<file path="src/rtl/pc_pkg.sv">
// Shared PC word channel types, code constants and stream index map.
package pc_pkg;

  localparam int PC_CODE_W = 8;
  localparam int PC_DATA_W = 24;

  typedef struct packed {
    logic [PC_CODE_W-1:0] code;
    logic [PC_DATA_W-1:0] payload;
  } pc_word_t;

  localparam logic [PC_CODE_W-1:0] HB_CODE = 8'd13;
  localparam logic [PC_CODE_W-1:0] SF_CODE = 8'd14;

  localparam int HB_IDX = 0;
  localparam int SF_IDX = 1;

endpackage

</file>
<file path="src/rtl/pc_msg_arbiter_rr_pick.sv">
// First set request at or after ptr, wrapping N-1 -> 0.
module rr_pick #(
  parameter int N  = 2,
  parameter int IW = 1
) (
  input  logic [N-1:0]  req,
  input  logic [IW-1:0] ptr,
  output logic [IW-1:0] idx,
  output logic          any
);

  always_comb begin
    logic hit;
    int   j;
    hit = 1'b0;
    idx = '0;
    for (int k = 0; k < N; k++) begin
      j = int'(ptr) + k;
      if (j >= N) j = j - N;
      for (int i = 0; i < N; i++) begin
        if (!hit && i == j && req[i]) begin
          hit = 1'b1;
          idx = IW'(i);
        end
      end
    end
  end

  assign any = |req;

endmodule

</file>
<file path="src/rtl/pc_msg_arbiter.sv">
// Message-locked round-robin merge onto the PC word channel.
// Build option: PC_ARB_HB_PRIO_EN gives stream 0 priority between messages.
module pc_msg_arbiter
  import pc_pkg::*;
#(
  parameter int NIN     = 2,
  parameter int NPCcode = PC_CODE_W,
  parameter int NPCdata = PC_DATA_W,
  localparam int W  = NPCcode + NPCdata,
  localparam int IW = (NIN > 1) ? $clog2(NIN) : 1
) (
  input  logic               clk,
  input  logic               reset,
  input  logic [NIN*W-1:0]   in_d,
  input  logic [NIN-1:0]     in_v,
  input  logic [NIN-1:0]     in_last,
  output logic [NIN-1:0]     in_a,
  output logic [NPCcode-1:0] out_code,
  output logic [NPCdata-1:0] out_payload,
  output logic               out_v,
  input  logic               out_a,
  output logic [IW-1:0]      grant_idx,
  output logic               locked
);

  localparam logic [0:0] ST_IDLE   = 1'b0;
  localparam logic [0:0] ST_LOCKED = 1'b1;

  logic [0:0]         r_state;
  logic [IW-1:0]      r_rr_ptr;
  logic [IW-1:0]      r_grant;
  logic               r_prio;
  logic               r_out_v;
  logic [NPCcode-1:0] r_out_code;
  logic [NPCdata-1:0] r_out_payload;

  logic           w_slot_free;
  logic [NIN-1:0] w_in_a;
  logic [W-1:0]   w_word;
  logic           w_xfer;
  logic           w_last;
  logic [IW-1:0]  w_pick;
  logic           w_any;
  logic           w_prio;
  logic [IW-1:0]  w_rr_next;

  rr_pick #(
    .N  (NIN),
    .IW (IW)
  ) u_pick (
    .req (in_v),
    .ptr (r_rr_ptr),
    .idx (w_pick),
    .any (w_any)
  );

`ifdef PC_ARB_HB_PRIO_EN
  assign w_prio = in_v[HB_IDX];
`else
  assign w_prio = 1'b0;
`endif

  assign w_slot_free = !r_out_v || out_a;

  // Ack is a function of registers and slot_free only, never of in_v.
  always_comb begin
    w_in_a = '0;
    w_word = '0;
    for (int i = 0; i < NIN; i++) begin
      if (r_grant == IW'(i)) begin
        w_word = in_d[i*W +: W];
        if (r_state == ST_LOCKED) w_in_a[i] = w_slot_free;
      end
    end
  end

  assign w_xfer = |(w_in_a & in_v);
  assign w_last = |(w_in_a & in_v & in_last);

  assign w_rr_next = (r_grant == IW'(NIN-1)) ? '0 : r_grant + 1'b1;

  always_ff @(posedge clk or posedge reset) begin
    if (reset) begin
      r_state       <= ST_IDLE;
      r_rr_ptr      <= '0;
      r_grant       <= '0;
      r_prio        <= 1'b0;
      r_out_v       <= 1'b0;
      r_out_code    <= '0;
      r_out_payload <= '0;
    end else begin
      if (w_xfer) begin
        r_out_code    <= w_word[W-1 -: NPCcode];
        r_out_payload <= w_word[NPCdata-1:0];
        r_out_v       <= 1'b1;
      end else if (out_a) begin
        r_out_v <= 1'b0;
      end
      unique case (r_state)
        ST_IDLE: begin
          if (w_any) begin
            r_state <= ST_LOCKED;
            r_grant <= w_prio ? IW'(HB_IDX) : w_pick;
            r_prio  <= w_prio;
          end
        end
        ST_LOCKED: begin
          if (w_last) begin
            r_state <= ST_IDLE;
            if (!r_prio) r_rr_ptr <= w_rr_next;
          end
        end
        default: r_state <= ST_IDLE;
      endcase
    end
  end

  assign in_a        = w_in_a;
  assign out_v       = r_out_v;
  assign out_code    = r_out_code;
  assign out_payload = r_out_payload;
  assign locked      = (r_state == ST_LOCKED);
  assign grant_idx   = locked ? r_grant : '0;

endmodule

</file>
<file path="config.mk">
export PLATFORM = sky130hd
export DESIGN_NAME = pc_msg_arbiter
export DESIGN_NICKNAME = d
export VERILOG_FILES = /design/src/rtl/pc_pkg.sv /design/src/rtl/pc_msg_arbiter_rr_pick.sv /design/src/rtl/pc_msg_arbiter.sv
export SDC_FILE = /design/constraint.sdc
export NUM_CORES = 1
export LEC_CHECK = 0
export CAP_MARGIN = 20
export CORE_MARGIN = 1
export CORE_UTILIZATION = 45
export CTS_BUF_LIST = sky130_fd_sc_hd__clkbuf_16
export DETAILED_ROUTE_END_ITERATION = 10
export DONT_BUFFER_PORTS = 1
export MAX_ROUTING_LAYER = met4
export PLACE_DENSITY_LB_ADDON = 0.05
export SLEW_MARGIN = 20
export SYNTH_ARGS = -nofsm -noshare
export SYNTH_HDL_FRONTEND = slang
export SYNTH_SLANG_ARGS = --single-unit
</file>
<file path="constraint.sdc">
create_clock -name clk -period 1.4 [get_ports clk]
set_input_delay 0.28 -clock clk [delete_from_list [all_inputs] [get_ports clk]]
set_output_delay 0.28 -clock clk [all_outputs]
set_load 0.01 [all_outputs]
</file>
==> flow_summary.ini, run 1 <==
[run_status]
status = complete, but fails checks
violations = hold timing, setup timing

[synthesis]
synth_warnings = 0
syn_inst = 125
yosysUniqueCellTypes = 18
synth-seq-cells = 36
yosysSeqAreaShare_pct = 49.9
ys_async_sr_fraction_pct = 100
yosys-top-cells-area = dfrtp_1, mux2_2, buf_6, o211ai_4, buf_2
synth_fp_nets = 196
netlist.area_leader.share_pct = 49.9
synth_edf_count = 0
yosysTopAreaCell = dfrtp_1
syn_avg_cell_area_sq_um = 14.4
synth_area_sq_um = 1810
synth_flop_cell = dfrtp_1

[timing]
drv_slew = 0
tightest_slew_ps = 449
setup_violations = 33
grt_setup_unrepaired = true
finClkSkew_ps = 3.15
timing.final.hold_violations = 15
setup_ws_ps = -52.9
hold_slack_ps = -5.73
period_share_pct = 104
fmax_ghz = 0.688
max-slew-margin-rel_pct = 70.1
tns_ps = -1310
min_period_ps = 1450

[detailed_routing]
firstDrtPassIters = 4
detail_route.iter0.violations = 31
ant_nets = 0
drc = 0
dr_total_vias = 1089
wl_per_cell_um = 17.0
routed_wl_um = 3260
via_per_inst = 5.70

[critical_path]
end_kind = flip-flop
reg2reg_slack_ps = -50
cp_data_required_time_ps = 1550
critPathKind = reg -> reg
crit_path_start = r_grant
critPathMaxFanout = 11
worst_ep_arrival_time_ps = 1610
reg2reg_from = r_grant
startpoint_type = flip-flop

[clock_tree]
cts_hold_buf = 0
cts_buffers = 5
clk_path_buf_depth = 2
clkSlewWorstSetupHoldPaths_ps = 50
clock_latency_ps = 270
root_buffer = clkbuf_16
cts_tree = yes
cts_sinks = 36
h-tree-depth = 2

[global_routing]
grt_pass1_vias = 1126
antenna_found_initial = 0
grt_max_degree = 37
globalRouteTotalUtil_pct = 16.8
grt_pass1_wl_um = 5070
grt-ovfl-total = 0

[finish]
final_cells = 191
drive_above_1_share_pct = 66.4
syn2layout_area_growth_pct = 18.7
fill_cells = 319
seqCellArea_sq_um = 901
multi_input_area_sq_um = 857
fin_util_pct = 57.3
nets = 213
num_antenna_cells = 0

[floorplan]
fp.dieH_um = 65.3
die-width_um = 65.3
dieArea_sq_um = 4270
rows = 22
initial_core_util_pct = 48.2
io_pins = 108
coreArea_sq_um = 3740

[placement]
hpwl_um = 2380
placedCellCount = 178
port_buffers = 0
gp_congestion = 0.717
pre_cts_slack_ps = -51.8

[hold_path]
hp-class = in -> async

[power]
vdd_drop_max_mv = 1.23
p_leak_nw = 0.917
power_density_nw_per_um2 = 2610
p_total_w = 0.00559

[run]
max-cap-violations = 0
[cells in the final DEF (no fill, tap or decap), types with 2 or more instances in the layout]
cell type | Yosys | final
inv_1 | 2 | 3
dfrtp_1 | 36 | 36
mux2_2 | 63 | 63
buf_4 | 0 | 10
clkbuf_16 | 0 | 5
nand4_1 | 2 | 2
nand2_1 | 3 | 2
buf_6 | 4 | 7
and2_4 | 1 | 3
[worst paths after layout]
| check | end | cells past startpoint |
|---|---|---|
| worst min-delay path | out_payload[15] | 2 |
| worst min register to register | r_rr_ptr | 1 |
| min in group clk | r_grant | 1 |
| worst max register to register | out_code[7] | 4 |
| worst max-delay path | out_code[7] | 4 |
| max in group asynchronous | locked | 2 |
[cell families after synthesis]
| family | share of synthesized area [%] |
|---|---|
| and+or+nand+nor | 3.53 |
| muxes | 39.9 |
| DFF | 49.9 |
| AOI/OAI and AO/OA | 2.91 |
| buffers and inverters | 3.74 |
[timing repair]
action                     in CTS  in global routing
gates cloned                    0                  0
setup buffers                   4                  1
pin swaps                       1                  1
gates resized for setup         9                  4
setup endpoints to repair      35                 35
[area by class of cell]
cell class                 instances  share of cell area [%]
tap                               48                    2.80
inverter                           2                   0.350
clock inverter                     3                    1.81
timing repair buffer              17                    7.18
sequential                        36                    42.0
multi-input combinational         80                    40.0
clock buffer                       5                    5.84
[metal layers]
layer	routed length (um)	vias up	track usage (%)
li1	-	483	-
met3	304	4	7.47
met2	1750	65	30.2
met4	42	0	5.71
met1	1160	537	15.8
met5	0	-	-
[synth_stat cells (2+ instances only)]
library cell,number
inv_1,2
nand2_1,3
buf_2,3
nand4_1,2
buf_6,4
and2_1,2
dfrtp_1,36
mux2_2,63
[worst max-delay path, stage by stage (launching register included)]
cell and delay [ps]:
dfrtp_1 430, and2_4 170, o211ai_4 200, buf_6 190
mux2_2 350
[sequential cells by signal (all words and copies together) (netlist names)]
name,count
r_grant,1
out_payload,24
out_v,1
out_code,8
r_rr_ptr,1
locked,1
[report_power, final]
part / total, W / leakage (nW) / internal [W] / switching [W]
Sequential: 0.00217 / 0.420 / 0.00159 / 0.000576
Combinational: 0.00221 / 0.413 / 0.00138 / 0.000832
Clock: 0.00121 / 0.0850 / 0.000828 / 0.000381
[per-stage QoR]
| step | hold WS (ps) | instance area [sq um] |
|---|---|---|
| global placement | 300 | 1900 |
| global route | 30.2 | 2140 |
| floorplan | 384 | 1810 |
| CTS | 9.40 | 2120 |
| finish | -5.73 | 2140 |
| detailed placement | 303 | 1900 |
Power figures use the tool's default switching activity.
==> run 2, diff against run 1 <==
--- a/config.mk
+++ b/config.mk
@@ -8,7 +8,6 @@
 export CAP_MARGIN = 20
 export CORE_MARGIN = 1
 export CORE_UTILIZATION = 45
-export CTS_BUF_LIST = sky130_fd_sc_hd__clkbuf_16
 export DETAILED_ROUTE_END_ITERATION = 10
 export DONT_BUFFER_PORTS = 1
 export MAX_ROUTING_LAYER = met4
==> flow_summary.ini, run 2 (same netlist as run 1, synthesis figures left out) <==
[run_status]
status = complete, but fails checks
violations = setup timing

[timing]
min_period_ps = 1470
setup_violations = 33
drv_slew = 0
finClkSkew_ps = 3.27
timing.final.hold_violations = 0
fmax_ghz = 0.678
period_share_pct = 105
tns_ps = -2060
grt_setup_unrepaired = true
setup_ws_ps = -74.6
max-slew-margin-rel_pct = 70.2
tightest_slew_ps = 447

[finish]
largest_reg_flops = 24
num_antenna_cells = 0
mostFrequentLayoutCell = mux2_2
layout_common_cells = mux2_2, dfrtp_1, buf_6, buf_4, clkbuf_8
drive_above_1_share_pct = 66.2
fill_cells = 327
nets = 215
fin_util_pct = 56.6
syn2layout_area_growth_pct = 17.3

[critical_path]
reg2reg_from = r_grant
cpPeakStageDelay_ps = 430
crit_path_top_delay_cell = dfrtp_1
crit_family = flip-flops
timing.critical_path.cells = buf_6, nor2b_4, o211ai_4, buf_6, mux2_2
ff2ff_path_depth = 5
cp_data_required_time_ps = 1570
critPathMaxFanout = 11
critPathKind = reg -> reg
cp_common_cell = buf_6
startpoint_type = flip-flop
end_kind = flip-flop
worst-path-buf-inv = 2
worst_ep_arrival_time_ps = 1640
timing.rr.end = out_code[7]
reg2reg_slack_ps = -70

[clock_tree]
cts_sinks = 36
cts_buffers = 5
h-tree-depth = 2
clkSlewWorstSetupHoldPaths_ps = 70
clk_path_buf_depth = 2
cts_tree = yes
clock_latency_ps = 280
root_buffer = clkbuf_8

[floorplan]
coreArea_sq_um = 3740
fp.dieH_um = 65.3
io_pins = 108
initial_core_util_pct = 48.2
rows = 22
dieArea_sq_um = 4270
die-width_um = 65.3

[detailed_routing]
wl_per_cell_um = 16.7
ant_nets = 0
drc = 0
firstDrtPassIters = 4
detail_route.iter0.violations = 27
routed_wl_um = 3230
dr_total_vias = 1108
via_per_inst = 5.74

[global_routing]
grt_pass1_vias = 1139
grt_pass1_wl_um = 5060
grt-ovfl-total = 0
grt_max_degree = 37
globalRouteTotalUtil_pct = 16.9
antenna_found_initial = 0

[hold_path]
min_from = in_v[0]
hp-class = in -> reg
min_to = r_grant
holdPathStages = 1

[placement]
gp_congestion = 0.717
hpwl_um = 2380
port_buffers = 0

[run]
max-cap-violations = 0

[power]
power_density_nw_per_um2 = 2500
vdd_drop_max_mv = 1.10
p_leak_nw = 0.903
-- run 2: layout make-up --
type	instances	area, sq um	area share (%)
Inverter	2	7.51	0.355
Sequential cell	36	901	42.6
Tap cell	48	60.1	2.84
Timing Repair Buffer	19	179	8.45
Clock inverter	2	35.0	1.65
Clock buffer	6	72.6	3.43
Multi-Input combinational cell	80	862	40.7
-- run 2: repair_timing --
| item | 4_1_cts | 5_1_grt |
|---|---|---|
| setup buffers | 6 | 1 |
| hold buffers | 1 | 0 |
| pin swaps | 1 | 2 |
| gates resized for setup | 12 | 4 |
| endpoints found under the setup margin | 35 | 35 |
| cloned | 0 | 0 |
| endpoints found under the hold margin | 36 | 0 |
-- run 2: worst max path at each step --
stage / start / end / slack, ps / depth (start not counted)
floorplan: r_grant / out_code[0] / -80 / 5
global placement: r_grant / out_code[7] / -20 / 4
detailed placement: r_grant / out_code[6] / -50 / 4
CTS: r_grant / out_code[7] / -80 / 5
global route: r_grant / out_code[5] / -150 / 5
finish: r_grant / out_code[7] / -70 / 5
-- run 2: routing by layer --
metal | track usage, % | part of all wire [%]
met1 | 15.6 | 34
met2 | 30.3 | 54
met3 | 7.29 | 10
met4 | 7.07 | 2.0
met5 | - | 0
-- run 2: where the power goes --
group          total [W]  switching (W)  internal, W
combinational    0.00226       0.000841      0.00142
sequential       0.00217       0.000579      0.00159
clock           0.000871       0.000343     0.000528
total            0.00530        0.00176      0.00354
-- run 2: per-stage QoR --
step	worst slack [ps]	hold WS, ps	cell area [sq um]	power (W)	std cells
5_1_grt	-153	92.9	2120	0.00565	193
3_3_place_gp	-15.1	300	1900	0.00412	178
6_report	-74.6	113	2120	0.00530	193
2_1_floorplan	-81.2	384	1810	0.00380	125
3_5_place_dp	-51.8	303	1900	0.00420	178
4_1_cts	-82.0	104	2090	0.00533	192
==> run 3, diff against run 2 <==
--- a/config.mk
+++ b/config.mk
@@ -15,4 +15,5 @@
 export SLEW_MARGIN = 20
 export SYNTH_ARGS = -nofsm -noshare
 export SYNTH_HDL_FRONTEND = slang
+export SYNTH_HIERARCHICAL = 1
 export SYNTH_SLANG_ARGS = --single-unit
==> flow_summary.ini, run 3 <==
[timing]
finClkSkew_ps = 5.35
setup_ws_ps = -97.8
tightest_slew_ps = 458
grt_setup_unrepaired = true
period_share_pct = 107
min_period_ps = 1500
setup_violations = 34
drv_slew = 0
hold_slack_ps = 181
fmax_ghz = 0.668
max-slew-margin-rel_pct = 69.4
timing.final.hold_violations = 0

[synthesis]
ys_async_sr_fraction_pct = 100
synth_area_sq_um = 1860
synth_compound_area_share_pct = 1.21
synth_flop_cell = dfrtp_1
yosys.area_share.xor_xnor_pct = 0
yosysUniqueCellTypes = 22
synth_warnings = 6
syn_avg_cell_area_sq_um = 14.4
synth_simple_gate_area_share_pct = 4.78
synth_common_cells = mux2_2, dfrtp_1, mux2_4
yosysTopAreaCell = dfrtp_1
synth_fa_ha_area_share_pct = 0
yosysMostFrequentCell = mux2_2
synth_mux_area_share_pct = 42.0
synth_top_family_by_area = multiplexers
netlist.area_leader.share_pct = 48.5
yosys-top-cells-area = dfrtp_1, mux2_2, mux2_4, buf_6, mux2_1
syn_inst = 129
synth_edf_count = 0
yosysSeqAreaShare_pct = 48.5
synth-seq-cells = 36
synth_fp_nets = 200

[power]
p_total_w = 0.00513
clockPowerShare_pct = 14.6
vdd_drop_max_mv = 0.944
power_frac_comb_pct = 42.7
p_sw_w = 0.00173
internal-power_w = 0.00339
p_leak_nw = 0.953
switching_share_pct = 33.8
seq_power_share_pct = 42.7
power_density_nw_per_um2 = 2390

[global_routing]
grt_pass1_vias = 1136
grt-ovfl-total = 0
grt_max_degree = 37
globalRouteTotalUtil_pct = 17.1
antenna_found_initial = 0
grt_pass1_wl_um = 5240

[finish]
largest_reg_flops = 24
syn2layout_area_growth_pct = 15.2
mostFrequentLayoutCell = mux2_2
fin_area_sq_um = 2140
fill_cells = 340
drive_above_1_share_pct = 61.1
nets = 214
num_antenna_cells = 0
fin_util_pct = 53.9
layout_common_cells = mux2_2, dfrtp_1, mux2_4

[detailed_routing]
dr_total_vias = 1081
wl_per_cell_um = 17.5
via_per_inst = 5.57
detail_route.iter0.violations = 74
ant_nets = 0
drc = 0
firstDrtPassIters = 4
routed_wl_um = 3400

[critical_path]
cp_data_required_time_ps = 1570
critPathMaxFanout = 18
worst_ep_arrival_time_ps = 1670
reg2reg_from = r_grant
critPathKind = reg -> reg
startpoint_type = flip-flop
end_kind = flip-flop
crit_path_start = r_grant
reg2reg_slack_ps = -100

[placement]
pre_cts_slack_ps = -76.9
hpwl_um = 2400
place_area_sq_um = 1960
port_buffers = 0
gp_congestion = 0.688

[clock_tree]
root_buffer = clkbuf_8
clock_latency_ps = 280
cts_sinks = 36
cts_tree = yes
cts_buffers = 5
h-tree-depth = 2
clkSlewWorstSetupHoldPaths_ps = 70
clk_path_buf_depth = 2

[floorplan]
coreArea_sq_um = 3970
rows = 23
io_pins = 108
initial_core_util_pct = 46.8
die-width_um = 66.3
dieArea_sq_um = 4390
fp.dieH_um = 66.3

[hold_path]
min_from = in_v[0]
hp-class = in -> reg

[run_status]
violations = setup timing
status = complete, but fails checks

[run]
max-cap-violations = 0
## run 3: cell count changes in the layout (fill, tap and decap cells not counted), sizes merged, moves of 2 or more
cell and change:
buf -4, and2 -2, and3 +2, clkbuf +2, mux2 +2, nand3 +2, nand4 -2
## run 3: power by group through the flow
stage          clock network [W]  logic [W]  registers, W
2_1_floorplan                  0    0.00174       0.00209
3_3_place_gp                   0    0.00194       0.00220
3_5_place_dp                   0    0.00201       0.00220
4_1_cts                 0.000780    0.00204       0.00220
5_1_grt                 0.000816    0.00239       0.00226
6_report                0.000750    0.00219       0.00219
## run 3: timing repair
item / 4_1_cts / 5_1_grt
setup buffers: 1 / 5
endpoints found under the setup margin: 35 / 35
hold buffers: 1 / 0
resized for setup: 2 / 8
hold endpoints to repair: 36 / 0
pin swaps: 0 / 2
## run 3: area by class of cell
type / instances / area (sq um) / area share [%]
Multi-Input combinational cell: 83 / 933 / 43.6
Sequential cell: 36 / 901 / 42.1
Timing Repair Buffer: 15 / 148 / 6.89
Clock buffer: 8 / 90.1 / 4.21
Tap cell: 50 / 62.6 / 2.92
Inverter: 2 / 7.51 / 0.350
## run 3: cells by family (layout without fill, tap and decap cells)
logic type,Yosys count,in the layout
AOI/OAI and AO/OA,3,3
and+or+nand+nor,14,14
buffers and inverters,10,25
muxes,66,66
DFF,36,36
## run 3: stage by stage
step	cells	setup TNS (ps)
after floorplan	129	-149
after global placement	179	-683
after CTS	189	-2570
after global routing	194	-4310
after detailed placement	179	-1990
final	194	-2510
## run 3: path summary, 6_finish.rpt
kind | endpoint | cells after the start
setup / recovery | out_payload[2] | 4
hold / removal | r_rr_ptr | 2
setup reg to reg | out_payload[2] | 4
hold reg to reg | r_rr_ptr | 1
max in group asynchronous | out_payload[5] | 3
min in group asynchronous | out_payload[3] | 3
## run 3: worst max-delay path, cell delays in order (launching register included)
cell and delay (ps):
dfrtp_1 420, mux2_4 330, nand3_4 120, buf_12 170, mux2_2 340
## run 3: metal layers
metal | share of wire (%) | vias to the layer above | track usage (%)
met2 | 48 | 72 | 27.8
met3 | 9.6 | 8 | 6.03
li1 | - | 484 | -
met5 | 0 | - | -
met4 | 2.1 | 0 | 8.78
met1 | 41 | 517 | 18.4
